$ cat config.mk
export PLATFORM = sky130hd
export DESIGN_NAME = serial_crc
export DESIGN_NICKNAME = d
export VERILOG_FILES = /design/src/rtl/serial_crc_pkg.sv /design/src/rtl/crc_lfsr_step.sv /design/src/rtl/serial_crc.sv
export SDC_FILE = /design/constraint.sdc
export NUM_CORES = 1
export LEC_CHECK = 0
export BUFFER_PORTS_ARGS = -buffer_cell sky130_fd_sc_hd__buf_2
export CAP_MARGIN = 20
export CORE_ASPECT_RATIO = 0.9
export CORE_UTILIZATION = 35
export DETAILED_ROUTE_END_ITERATION = 7
export GPL_ROUTABILITY_DRIVEN = 0
export GPL_TIMING_DRIVEN = 0
export HOLD_SLACK_MARGIN = 0.03
export PLACE_DENSITY_LB_ADDON = 0.15
export SLEW_MARGIN = 40
export SYNTH_ARGS = -nofsm -noshare
export SYNTH_HDL_FRONTEND = slang
export SYNTH_SLANG_ARGS = --single-unit
$ cat constraint.sdc
create_clock -name clk -period 1.1 [get_ports clk]
set_clock_uncertainty 0.1 [all_clocks]
set_input_delay 0.165 -clock clk [delete_from_list [all_inputs] [get_ports clk]]
set_output_delay 0.165 -clock clk [all_outputs]
set_load 0.01 [all_outputs]
$ cat src/rtl/serial_crc_pkg.sv
// Shared types and defaults for the bit-serial CRC generator.
// Default build omits the done strobe; define SERIAL_CRC_DONE_EN to add it.
package serial_crc_pkg;

  localparam int unsigned DEF_DATA_W = 10;
  localparam int unsigned DEF_CRC_W  = 9;
  localparam logic [8:0]  DEF_POLY   = 9'h011;

  typedef enum logic [1:0] {
    LOAD,
    SHIFT,
    DONE
  } state_e;

  // Width needed to count 0..n-1, never less than one bit.
  function automatic int unsigned clog2(input int unsigned n);
    int unsigned w;
    w = 0;
    for (int unsigned i = 0; i < 32; i++) begin
      if ((32'd1 << w) < n) w++;
    end
    return (w == 0) ? 1 : w;
  endfunction

endpackage

$ cat src/rtl/crc_lfsr_step.sv
// One-bit Galois LFSR update: shifts in one message bit against polynomial i_poly.
module crc_lfsr_step #(
  parameter int unsigned CRC_W = 9
) (
  input  logic [CRC_W-1:0] i_lfsr,
  input  logic             i_bit,
  input  logic [CRC_W-1:0] i_poly,
  output logic [CRC_W-1:0] o_lfsr
);

  logic w_fb;

  assign w_fb   = i_bit ^ i_lfsr[CRC_W-1];
  assign o_lfsr = {i_lfsr[CRC_W-2:0], 1'b0} ^ (w_fb ? i_poly : '0);

endmodule

$ cat src/rtl/serial_crc.sv
// Free-running bit-serial CRC frame engine: LOAD, DATA_W SHIFT cycles, DONE.
// Optional done strobe enabled by defining SERIAL_CRC_DONE_EN.
module serial_crc
  import serial_crc_pkg::*;
#(
  parameter int unsigned      DATA_W = DEF_DATA_W,
  parameter int unsigned      CRC_W  = DEF_CRC_W,
  parameter logic [CRC_W-1:0] POLY   = CRC_W'(DEF_POLY)
) (
  input  logic              clk,
  input  logic              reset,
  input  logic [DATA_W-1:0] data_in,
  output logic [CRC_W-1:0]  data_out
`ifdef SERIAL_CRC_DONE_EN
  ,
  output logic              done
`endif
);

  localparam int unsigned CNT_W = clog2(DATA_W);

  state_e              r_state;
  state_e              w_state_next;
  logic [DATA_W-1:0]   r_msg;
  logic [CRC_W-1:0]    r_lfsr;
  logic [CNT_W-1:0]    r_cnt;
  logic [CRC_W-1:0]    r_data_out;
  logic [CRC_W-1:0]    w_lfsr_next;
  logic                w_last_bit;

  assign w_last_bit = (r_cnt == CNT_W'(DATA_W - 1));

  crc_lfsr_step #(
    .CRC_W (CRC_W)
  ) u_step (
    .i_lfsr (r_lfsr),
    .i_bit  (r_msg[DATA_W-1]),
    .i_poly (POLY),
    .o_lfsr (w_lfsr_next)
  );

  always_comb begin
    w_state_next = r_state;
    unique case (r_state)
      LOAD:    w_state_next = SHIFT;
      SHIFT:   if (w_last_bit) w_state_next = DONE;
      DONE:    w_state_next = LOAD;
      default: w_state_next = LOAD;
    endcase
  end

  always_ff @(posedge clk or negedge reset) begin
    if (!reset) begin
      r_state    <= LOAD;
      r_msg      <= '0;
      r_lfsr     <= '0;
      r_cnt      <= '0;
      r_data_out <= '0;
    end else begin
      r_state <= w_state_next;
      case (r_state)
        LOAD: begin
          r_msg  <= data_in;
          r_lfsr <= '0;
          r_cnt  <= '0;
        end
        SHIFT: begin
          r_lfsr <= w_lfsr_next;
          r_msg  <= {r_msg[DATA_W-2:0], 1'b0};
          r_cnt  <= r_cnt + 1'b1;
        end
        DONE:    r_data_out <= r_lfsr;
        default: ;
      endcase
    end
  end

  assign data_out = r_data_out;

`ifdef SERIAL_CRC_DONE_EN
  // High during the cycle that follows each data_out update.
  logic r_done;

  always_ff @(posedge clk or negedge reset) begin
    if (!reset) r_done <= 1'b0;
    else        r_done <= (r_state == DONE);
  end

  assign done = r_done;
`endif

endmodule

# Word-level counts from Yosys, hierarchy flattened
# Index checks and enable logic that the tools add are counted.
[word_totals] word_cells=20 in_bits=12 regBits=34
[classes] n_bitwise=2 eq_ne=4 reduce_logical=2 addsub=1 mux=6
[ops] cell="$pmux W10 S2" n=1
[ops] cell="$pmux W9 S2" n=1
[ops] cell="$xor A9 B9 Y9" n=1
[ops] cell="$pmux W4 S2" n=1
[ops] cell="$mux W5" n=1
[ops] cell="$add A4 B1 Y4 const B" n=1
[ops] cell="$eq A4 B4 Y1 const B" n=1
[ops] cell="$pmux W2 S2" n=1
[ops] cell="$eq A2 B1 Y1 const B" n=1
[ops] cell="$eq A2 B2 Y1 const B" n=1
[ops] cell="$logic_not A2 Y1" n=1
[ops] cell="$mux W2" n=1
[ops] cell="$ne A2 B2 Y1 const B" n=1
[ops] cell="$reduce_bool A2 Y1" n=1
[ops] cell="$xor A1 B1 Y1" n=1

# Logic depth before layout (Yosys ltp)
[logic_depth] word_depth=4 depth_mapped=4 ltp_nobuf=4

# Modules after synthesis
# From an unflattened synthesis, not the netlist that was laid out.
[hier_totals] hier_cells=146 hier_area_um2=1585.3
[by_module_without_submodules] module="serial_crc" n_inst=1 area_per_inst_um2=1461.4 cells_each=128
[by_module_without_submodules] module="crc_lfsr_step" n_inst=1 area_per_inst_um2=123.9 cells_each=18

# Worst setup path after synthesis
# Ideal clock, no wire load.
[synth_timing] path_type="register to register" from="register r_state[1]" to="register r_data_out[0] (netlist: data_out[0])" required_ps=875 arrival_ps=971 stages_incl_launch_ff=4 synth_period_minus_slack_ps=1196 slack_ps=-96 setup_time_ps=125 path_buffers=1 cell_sequence="dfrtp_1 -> buf_2 -> nand2_2 -> mux2_2"
[synth_via] elab_chain_len=1
[synth_lines] element="from (decl)" line_no="serial_crc.sv:22" source="state_e r_state;"
[synth_lines] element="from (signal assigned)" line_no="serial_crc.sv:60" source="r_state <= w_state_next;"
[synth_lines] element="$eq A2 B2 Y1" line_no="serial_crc.sv:61" source="case (r_state)"
[synth_lines] element="to (signal assigned)" line_no="serial_crc.sv:72" source="DONE: r_data_out <= r_lfsr;"
[synth_lines] element="to (decl)" line_no="serial_crc.sv:27" source="logic [CRC_W-1:0] r_data_out;"
# No other way between the ends.
# A chain may end at the register's enable or synchronous reset.

# Worst setup path in the final report
[layout_timing] from="register r_state[1]" to="register r_data_out[6] (netlist: data_out[6])"
# The elaborated chain is that of the path after synthesis.

==> impl_metrics.csv <==
group,metric,value,unit
drt,antenna_left,0,
logic_synthesis,ys_ff_latch,34,
critical_path,r2r_slack,-0.08,ns
logic_synthesis,synth_cell_types,25,
layout,antenna_cells,0,
logic_synthesis,synth-adder-area-share,1.75,%
drt,highest_layer,"met4",
drt,wl_met1,1.32,mm
grt,grt_max_degree,35,
floorplan,initial_core_util,37.6,%
critical_path,end_kind,"flip-flop",
sta,setup_viol_count_final,21,
clock_network,cts.htree.levels,2,
critical_path,path_max_fanout,9,
clock_network,tritoncts,"done",
layout,fillers,350,
critical_path,timing.rr.start,"r_state[1]$_DFFE_PN0P_",
floorplan,core-area,0.00381,mm^2
logic_synthesis,syn_nets,136,
critical_path,arrival,1.24,ns
critical_path,rr_worst_depth,3,
sta,holdWs,0.0538,ns
clock_network,cts_sinks,34,
worst_hold_path,min_path_type,"in2reg",
sta,tightest_slew,0.437,ns
layout,syn_to_final_growth,27.1,%
drt,wl,2.82,mm
drt,routedWlPerCell,14.1,um
placement,port_buffers,20,
logic_synthesis,syn_area,0.00143,mm^2
sta,drv_slew,0,
job,max_cap_violations,0,
grt,grt_remaining_overflow,0,
floorplan,die_h,62.7,um
drt,first_iter_violations,54,
drt,wl_met2,1.33,mm
logic_synthesis,synth_top_area_share,59.4,%
drt,routed_via_density,5.03,
drt,drc,0,
layout,nets,168,
layout,drive_above_1_share,35.1,%
sta,period_share,107,%
placement,dp_cells,188,
power,p_leak,0.000901,uW
logic_synthesis,synth-simple-area-share,9.27,%
sta,hold_viol,0,
critical_path,cp-start-kind,"flip-flop",
layout,final_cell_mix,"34 x dfrtp_1, 23 x nand2_1, 20 x buf_2, 14 x o21ai_1, 9 x mux2i_1",
drt,wl_met3,116,um
power,powerDensity,1330,mW/mm^2
logic_synthesis,synth_top_family_by_area,"multiplexers",
logic_synthesis,synth.area.top_cells,"dfrtp_1 59%, mux2_2 7.1%, mux2i_1 6.3%",
logic_synthesis,yosysWarnings,0,
logic_synthesis,synth_area_leader_cell,"dfrtp_1",
critical_path,worst-setup-path-type,"reg2reg",
status,status,"finished with violations",
clock_network,cts.clk_slew.worst_paths,0.07,ns
clock_network,cts.root.buffer_cell,"clkbuf_8",
floorplan,die-area,0.00435,mm^2
drt,num_vias,1005,
worst_hold_path,hold-path-endpoint,"r_msg[7]$_DFFE_PN0P_",
layout,final_common_cell,"dfrtp_1",
sta,fin_crit,1.18,ns
sta,rsz0062_at_grt,"yes",
logic_synthesis,post_synth_xor_area_fraction,1.22,%
status,violations,"negative setup slack",
placement,dp_hpwl,1.84,mm
worst_hold_path,min_from,"data_in[7]",
logic_synthesis,yosys-mux-area-fraction,13.4,%
floorplan,ios,21,
logic_synthesis,synth_compound_area_share,11.3,%
critical_path,required,1.17,ns
floorplan,placement_rows,21,
logic_synthesis,avgSynthCellArea,11.7,um^2
power,max-vdd-ir-drop,0.000544,V
critical_path,worstReg2RegEnd,"data_out[6]$_DFFE_PN0N_",
logic_synthesis,synthCells,122,
grt,grt_use_total,14.2,%
sta,setup_ws,-0.0760,ns
sta,fmax,0.850,GHz
sta,relSlewSlack,70.9,%
grt,grt_pass1_vias,1005,
worst_hold_path,holdPathStages,3,
clock_network,cts_buffer_depth,2,
grt,antenna_found_initial,0,
clock_network,clock_latency,0.28,ns
grt,grt_pass1_wl,4.78,mm
drt,dr.pass1.iters,4,
layout,final_cells,200,
logic_synthesis,synth-seq-area-share,59.4,%
clock_network,cts_buffers,5,
floorplan,dieWidth,69.4,um
==> per-stage QoR <==
stage / setup slack [ns] / instance area [um^2] / power [uW] / utilization (%) / setup TNS, ns
floorplan: -0.0210 / 1470 / 1470 / - / -0.172
global placement: -0.119 / 1630 / 1570 / 42.8 / -2.50
detailed placement: -0.139 / 1630 / 1580 / 42.8 / -2.98
CTS: -0.0805 / 1760 / 2430 / 46.1 / -1.36
global route: -0.104 / 1820 / 2530 / 47.8 / -1.94
finish: -0.0760 / 1820 / 2410 / 47.8 / -1.01
==> synth_stat cells <==
| library cell | n |
|---|---|
| a22o_1 | 5 |
| xor2_1 | 1 |
| o21ai_0 | 16 |
| xnor2_1 | 1 |
| and2b_1 | 1 |
| nand2_2 | 1 |
| mux2i_1 | 9 |
| nand3_1 | 2 |
| ha_1 | 2 |
| a41oi_1 | 1 |
| clkbuf_1 | 2 |
| buf_6 | 1 |
| buf_4 | 1 |
| nand2b_1 | 1 |
| mux2_2 | 9 |
| o31ai_2 | 1 |
| nor4_1 | 1 |
| nand2_1 | 23 |
| o31ai_1 | 1 |
| buf_2 | 3 |
| inv_1 | 3 |
| o311ai_0 | 1 |
| dfrtp_1 | 34 |
| nor2_1 | 1 |
| nor2b_1 | 1 |
==> state kept, by name, summed over array words and instances (netlist names) <==
register	cells
data_out	9
r_msg	10
r_lfsr	9
r_cnt	4
r_state	2
==> worst max-delay path, stage by stage, from the launching register on <==
cell and delay (ns):
dfrtp_1 0.37, buf_6 0.14, nand2_8 0.10, mux2_2 0.34
==> cell families after synthesis <==
logic type | after synthesis
AOI/OAI and AO/OA | 25
xor gates and xnor gates | 2
adders and majority gates | 2
buffers and inverters | 10
DFF | 34
muxes | 18
and+or+nand+nor | 31
==> how the worst max path moves through the flow <==
| stage | start | endpoint | slack (ns) | depth (start not counted) |
|---|---|---|---|---|
| 2_1_floorplan | r_state[0]$_DFFE_PN0P_ | r_lfsr[6]$_DFFE_PN0P_ | -0.02 | 3 |
| 3_3_place_gp | r_state[1]$_DFFE_PN0P_ | r_lfsr[4]$_DFFE_PN0P_ | -0.12 | 4 |
| 3_5_place_dp | r_state[1]$_DFFE_PN0P_ | r_cnt[1]$_DFFE_PN0P_ | -0.14 | 4 |
| 4_1_cts | r_state[1]$_DFFE_PN0P_ | data_out[7]$_DFFE_PN0N_ | -0.08 | 3 |
| 5_1_grt | r_state[0]$_DFFE_PN0P_ | r_lfsr[6]$_DFFE_PN0P_ | -0.10 | 3 |
| 6_report | r_state[1]$_DFFE_PN0P_ | data_out[6]$_DFFE_PN0N_ | -0.08 | 3 |
==> layer usage <==
metal / track usage (%) / up-vias
met1: 18.4 / 494
met2: 21.8 / 25
met4: 6.89 / 0
met5: 0 / -
met3: 4.19 / 7
li1: - / 479
==> report_power, final <==
group          internal (uW)  switching [uW]  leakage [uW]
combinational            122            93.3      0.000430
sequential              1320            34.3      0.000427
clock                    424             420     0.0000438
==> repair_timing <==
| item | CTS | global route |
|---|---|---|
| endpoints found under the setup margin | 33 | 35 |
| setup buffers | 1 | 2 |
| gates resized for setup | 15 | 16 |
| hold buffers | 1 | 1 |
| hold endpoints to repair | 35 | 34 |
| pin swaps | 5 | 0 |
==> layout make-up <==
type	instances	area [um^2]	area share, %
Sequential cell	34	851	46.8
Inverter	3	11.3	0.619
Multi-Input combinational cell	78	594	32.7
Clock buffer	5	68.8	3.78
Buffer	7	68.8	3.78
Tap cell	46	57.6	3.16
Clock inverter	2	10.0	0.550
Timing Repair Buffer	25	158	8.67
Note: power is estimated with default switching activity, not from simulation.
